[config.mk]
export PLATFORM = sky130hd
export DESIGN_NAME = delay_sa
export DESIGN_NICKNAME = d
export VERILOG_FILES = /design/src/rtl/delay_sa.sv
export SDC_FILE = /design/constraint.sdc
export NUM_CORES = 2
export LEC_CHECK = 0
export ABC_AREA = 1
export CAP_MARGIN = 20
export CORE_MARGIN = 2
export CORE_UTILIZATION = 53
export DETAILED_ROUTE_END_ITERATION = 10
export GPL_TIMING_DRIVEN = 0
export PLACE_DENSITY_LB_ADDON = 0.2
export REMOVE_ABC_BUFFERS = 1
export SYNTH_ARGS = -nofsm -noshare
export SYNTH_HDL_FRONTEND = slang
export SYNTH_SLANG_ARGS = --single-unit
[constraint.sdc]
create_clock -name clk -period 8.03 [get_ports clk]
set_input_delay 2.0075 -clock clk [delete_from_list [all_inputs] [get_ports clk]]
set_output_delay 2.0075 -clock clk [all_outputs]
set_load 0.02 [all_outputs]
[src/rtl/delay_sa.sv]
// delay_sa: per-channel delayed sample fetch for one focal point.
// On an accepted start the block clears the downstream accumulator, then
// streams one delayed sample per channel, in ascending channel order, from
// mem[c][(focal_idx + delay[c]) mod DEPTH], and finally pulses done_channel.
module delay_sa #(
    parameter int DATA_WIDTH   = 16,
    parameter int NUM_CHANNELS = 4,
    parameter int DEPTH        = 64,
    localparam int CH_W        = $clog2(NUM_CHANNELS),
    localparam int ADDR_W      = $clog2(DEPTH)
) (
    input  logic                  clk,
    input  logic                  reset,
    input  logic                  wr_en,
    input  logic [CH_W-1:0]       wr_channel,
    input  logic [ADDR_W-1:0]     wr_addr,
    input  logic [DATA_WIDTH-1:0] wr_data,
    input  logic                  dly_wr_en,
    input  logic [CH_W-1:0]       dly_channel,
    input  logic [ADDR_W-1:0]     dly_value,
    input  logic                  start,
    input  logic [ADDR_W-1:0]     focal_idx,
    output logic                  busy,
    output logic                  start_sum,
    output logic                  sum_en,
    output logic [DATA_WIDTH-1:0] delayed_sample,
    output logic                  done_channel
);

    typedef enum logic [2:0] {
        S_IDLE,
        S_CLEAR,
        S_READ,
        S_DRAIN,
        S_DONE
    } state_t;

    localparam logic [CH_W-1:0] LAST_CH = CH_W'(NUM_CHANNELS - 1);

    // Sample storage and per-channel delay table
    logic [DATA_WIDTH-1:0] mem [NUM_CHANNELS][DEPTH];
    logic [ADDR_W-1:0]     dly_q [NUM_CHANNELS];
    logic [ADDR_W-1:0]     dly_d [NUM_CHANNELS];

    state_t                state_q, state_d;
    logic [CH_W-1:0]       ch_q, ch_d;
    logic [ADDR_W-1:0]     focal_q, focal_d;
    logic                  busy_q, busy_d;
    logic                  start_sum_q, start_sum_d;
    logic                  sum_en_q, sum_en_d;
    logic                  done_q, done_d;
    logic [DATA_WIDTH-1:0] rd_data_q, rd_data_d;
    logic [ADDR_W-1:0]     rd_addr;
    logic                  idle;

    assign idle = (state_q == S_IDLE);

    // Read address wraps naturally in ADDR_W bits (DEPTH is a power of two)
    assign rd_addr = focal_q + dly_q[ch_q];

    // Next-state, delay-table update and registered-output decode
    always_comb begin
        // NOTE: every signal gets a default first so no path leaves it unassigned (no latch).
        state_d     = state_q;
        ch_d        = ch_q;
        focal_d     = focal_q;
        dly_d       = dly_q;

        if (dly_wr_en && idle) begin
            dly_d[dly_channel] = dly_value;
        end

        unique case (state_q)
            S_IDLE: begin
                if (start) begin
                    focal_d = focal_idx;
                    state_d = S_CLEAR;
                end
            end
            S_CLEAR: begin
                ch_d    = '0;
                state_d = S_READ;
            end
            S_READ: begin
                ch_d = ch_q + CH_W'(1);
                if (ch_q == LAST_CH) begin
                    state_d = S_DRAIN;
                end
            end
            S_DRAIN: state_d = S_DONE;
            S_DONE:  state_d = S_IDLE;
            default: state_d = S_IDLE;
        endcase

        // Outputs are decoded from the next state so they are aligned with it
        start_sum_d = (state_d == S_CLEAR);
        busy_d      = (state_d != S_IDLE);
        done_d      = (state_d == S_DONE);
        // Read issued in READ appears one cycle later; zero when not qualified
        sum_en_d    = (state_q == S_READ);
        rd_data_d   = (state_q == S_READ) ? mem[ch_q][rd_addr] : '0;
    end

    // FSM, control and output registers with synchronous active-low reset
    always_ff @(posedge clk) begin
        if (!reset) begin
            state_q     <= S_IDLE;
            ch_q        <= '0;
            focal_q     <= '0;
            dly_q       <= '{default: '0};
            busy_q      <= 1'b0;
            start_sum_q <= 1'b0;
            sum_en_q    <= 1'b0;
            done_q      <= 1'b0;
            rd_data_q   <= '0;
        end else begin
            // NOTE: sequential state uses non-blocking assignments so all flops update together.
            state_q     <= state_d;
            ch_q        <= ch_d;
            focal_q     <= focal_d;
            dly_q       <= dly_d;
            busy_q      <= busy_d;
            start_sum_q <= start_sum_d;
            sum_en_q    <= sum_en_d;
            done_q      <= done_d;
            rd_data_q   <= rd_data_d;
        end
    end

    // Sample memory write port, accepted only while idle
    always_ff @(posedge clk) begin
        // NOTE: the sample memory is deliberately not reset; its contents survive a reset.
        if (wr_en && idle) begin
            mem[wr_channel][wr_addr] <= wr_data;
        end
    end

    assign busy           = busy_q;
    assign start_sum      = start_sum_q;
    assign sum_en         = sum_en_q;
    assign delayed_sample = rd_data_q;
    assign done_channel   = done_q;

endmodule

# After elaboration in Yosys (flattened, before gate mapping)
# Memory sizes are Yosys's and may differ from the RTL's. A register that Yosys moved wholly into a read port is not among the register bits.
# Index checks and enable logic that the tools add are counted.
[classes]
n_addsub = 2
order_cmp = 6
eq_ne = 6
mux = 19
n_bitwise = 4
reduce_logical = 9
[op_table]
columns = ["cell", "n"]
rows = [
  ["$mux W1024", 1],
  ["$bmux W16 S6", 1],
  ["$demux W16 S6", 1],
  ["$mux W16", 3],
  ["$bwmux W24", 1],
  ["$mux W6", 3],
  ["$ge A7 B7 Y1 const B", 2],
  ["$not A6 Y7", 2],
  ["$bmux W6 S2", 1],
  ["$demux W6 S2", 1],
  ["$pmux W3 S4", 1],
  ["$lt A7 B1 Y1 const B", 1],
  ["$add A6 B6 Y6", 1],
  ["$eq A3 B1 Y1 const B", 2],
  ["$eq A3 B2 Y1 const B", 2],
  ["$ge A3 B3 Y1 const B", 2],
  ["$mux W3", 2],
  ["$not A2 Y3", 2],
  ["$logic_and A1 B1 Y1", 4],
  ["$mux W2", 2],
  ["$pmux W2 S2", 1],
  ["$reduce_and A2 Y1", 2],
  ["$eq A3 B3 Y1 const B", 1],
  ["$logic_not A3 Y1", 1],
  ["other kinds (6)", 6],
]
[totals]
ff_bits = 55
mem_bits_rw = 4096
inputBits = 43
out_inout_bits = 20
word_cells = 59
n_memories = 1
[memory_table]
columns = ["memory", "depth", "width", "read_ports", "rd_clocked_by_memory_dff", "wr", "line", "text"]
rows = [
  ["mem", 4, 1024, 1, 1, 1, "41", "logic [DATA_WIDTH-1:0] mem [NUM_CHANNELS][DEPTH];"],
]

# Depth between registers and ports, before layout
[depth]
depth_word = 9
ltp_mapped = 18
depth_no_buf = 14

# Least setup slack after synthesis
# Ideal clock, no wire load.
[synth_timing]
kind = "input -> register"
start = "input port wr_addr[3]"
end = "memory mem[0][784] in the netlist's numbering (enable)"
setup_time_ns = 0.388
t_arrival_ns = 3.668
required_time_ns = 7.642
path_slack_ns = 3.973
cell_stages = 4
path_buffers = 0
path_cell_list = "inv_1 nor3_1 nand2_1 nor2_1"
[synth_between]
elab_chain_cells = 6
word_cells_on_any_way = 7
cone_classes = "2 x order compare; 3 x mux; 1 x bitwise; 1 x reduce/logical"
[synth_lines]
columns = ["item", "line", "text"]
rows = [
  ["start, declared", "16", "input logic [ADDR_W-1:0] wr_addr,"],
  ["$not A6 Y7 (not written as such) (*)", "134", "mem[wr_channel][wr_addr] <= wr_data;"],
  ["$ge A7 B7 Y1 (not written as such) or $lt A7 B1 Y1 (tied branches)", "134", ""],
  ["$logic_and A1 B1 Y1 (not written as such)", "134", ""],
  ["$mux W16 (not written as such)", "134", ""],
  ["$demux W16 S6 (*)", "134", ""],
  ["$mux W1024 (not written as such) (*)", "134", ""],
  ["end, declared", "41", ""],
]
# Every way passes the cells marked *; elsewhere a longest branch is shown, timed or not.

==> qor.txt <==
Worst-Skew Late Latency = 1000 ps
mapped cell area = 167000 sq um
CTS Hold Bufs = 0
Cell variety after synth = 33
CP endpoint kind = flip-flop
Vias/cell = 6.01
Clock Sinks = 4153
Final Skew = 42.8 ps
core area = 314000 sq um
Final Hold Fails = 0
final worst-path cycle share = 74.2%
Die Wd = 566 um
clk root buf = clkbuf_16
Peak VDD IR = 0.186 mV
final setup violation count = 0
CTS tree = done
DR DRC count = 0
register area share after synthesis = 74.2%
Slew Limit Fails = 0
synth top area cells = edfxtp_1 74%, nand3_1 12%, nand2_1 9.4%
most frequent cells in the layout = 4198 x nand2_1, 4096 x edfxtp_1, 4025 x nand3_1
num ports = 63
Area Growth Syn to Fin = 12.7%
Starting DRT DRC Count = 14500
combinational fraction of design power = 10.9%
post-layout util = 60.0%
Crit Path Max Fanout = 206
total track usage = 28.1%
Nets = 13700
antenna viol nets, final = 0
minimum clock period = 5960 ps
H-tree levels = 5
Syn. warnings = 0
placed cell area = 175000 sq um
# port buffers = 62
startpoint class of the critical path = flip-flop
Setup Crit Path Kind = reg -> reg
gp weighted congestion = 0.797
outcome = completed
HPWL after DPL = 258 mm
Psw = 12.2 mW
initial antenna violation count = 14
Overall Power = 48.1 mW
#FFs+latches synth = 4153
Initial Util = 53.2%
Slew headroom = 20.8%
design area = 189000 sq um
measured slew at the worst slew-check pin = 1190 ps
worst hold slack = 477 ps
Setup TNS = 0 ps
Final Non-Filler Cells = 18200
pre-CTS worst setup slack = 2200 ps
Total Die Area = 320000 sq um
commonest non-fill, non-tap cell in the layout = nand2_1
number of global-route vias before repair = 103000
Clock transition at path regs = 60 ps
largest net degree at the start of global routing = 207
Critical Path AT = 6830 ps
pwr/cell area = 255 nW/um^2
max capacitance violation total = 0
final worst slack = 2070 ps
Pre-antenna DRT Iters = 8
FMAX = 168 MHz
cells after synthesis = 13900
P_int = 35.9 mW
per-cell routed wire length = 25.1 um
global-route wire length before repair = 666 mm
Static Leak = 64.8 nW
Syn Area/Cell = 12.1 sq um
Setup Fix Bufs, Post-CTS = 0
min-delay worst type = reg -> reg
leading area contributor after synthesis = edfxtp_1
critical path data required time = 8890 ps
Clock Path Buffers = 4
GRT Residual Overflow = 0
top cell type's share of synthesized area = 73.5%
switch share = 25.3%
post-cts sizing count = 0
# rows = 206
WL final = 456 mm
die height = 566 um
DR vias = 109000
TritonCTS Buffers = 413
share of layout cells above drive strength 1 = 8.60%
Placed Cells = 17400
RSZ-0062 raised after global routing = no
Clock power frac = 39.4%
Seq pwr share = 49.6%
==> cell usage after synthesis <==
cell / count
buf_2: 493
xor2_4: 2
clkbuf_1: 217
nand2_1: 4203
nand2_2: 33
inv_1: 23
edfxtp_1: 4096
nor2_4: 1
o22ai_1: 4
a21oi_1: 10
fa_1: 1
nor2_1: 368
dfxtp_1: 57
nand2_4: 1
a32o_1: 1
o21ai_0: 35
or2_2: 1
buf_6: 20
buf_1: 104
inv_4: 1
xnor2_1: 2
buf_4: 98
clkinv_2: 1
nor3_2: 4
a31oi_1: 2
nand3_1: 4025
a32oi_1: 1
ha_1: 6
a21oi_2: 1
nor4_4: 8
nor3_1: 8
inv_2: 8
and3_1: 16
==> critical path: stages, from the launching register on <==
cell	delay, ps
dfxtp_4	510
buf_16	290
clkinv_8	430
buf_16	480
buf_16	450
buf_16	570
nand2_1	110
nand3_1	110
nand3_1	120
nand3_1	190
nand3_1	270
nand3_1	330
nand3_1	400
nand3_1	220
nand2_1	180
nor2_1	370
==> final timing paths <==
| path | end | cells past startpoint | slack [ps] | from |
|---|---|---|---|---|
| worst max-delay path | delayed_sample[10]$_SDFF_PN0_ | 15 | 2070 | flip-flop |
| worst min-delay path | focal_q[4]$_SDFFE_PN0P_ | 2 | 480 | focal_q[4]$_SDFFE_PN0P_ |
| worst max register to register | delayed_sample[10]$_SDFF_PN0_ | 15 | 2070 | flip-flop |
| worst min register to register | focal_q[4]$_SDFFE_PN0P_ | 2 | 480 | focal_q[4]$_SDFFE_PN0P_ |
==> flip-flops by register name (all words and copies together), names as in the netlist, named ones only <==
signal          cells
focal_q             6
busy                1
ch_q                2
delayed_sample     16
dly_q              24
done_channel        1
sum_en              1
start_sum           1
state_q             3
mem              4096
==> power groups by stage <==
stage / Combinational (mW) / Sequential [mW] / Clock [mW]
2_1_floorplan: 3.92 / 24.5 / 0
5_1_grt: 5.52 / 23.9 / 19.9
3_3_place_gp: 7.04 / 24.9 / 0
3_5_place_dp: 5.13 / 24.3 / 0
4_1_cts: 5.15 / 23.9 / 19.1
6_report: 5.26 / 23.9 / 19.0
==> routing by layer <==
metal / wire length [um] / track usage, % / vias to the layer above
li1: - / - / 49200
met1: 181000 / 39.9 / 53700
met2: 211000 / 43.5 / 5591
met3: 44100 / 4.53 / 904
met4: 19500 / 11.3 / 12
met5: 278 / 0 / -
==> final cells by class <==
cell class              instances  area [sq um]
clock inverters               275          2560
clock buffers                 485         10600
inverters                      33           171
flip-flops and latches       4153        124000
diodes                          5          12.5
repair buffers                361          6710
well taps                    4160          5200
fillers                     23700        126000
multi-input cells            8733         39100
==> cell families after synthesis <==
| logic type | Yosys count | synth area share [%] |
|---|---|---|
| adder cells (fa/ha/maj) | 7 | 0.0569 |
| XOR/XNOR | 4 | 0.0434 |
| AND/OR/NAND/NOR | 8668 | 22.7 |
| flip-flops | 4153 | 74.2 |
| AO/OA/AOI/OAI | 54 | 0.174 |
| buffers and inverters | 965 | 2.85 |
(Power assumes the default switching activity.)
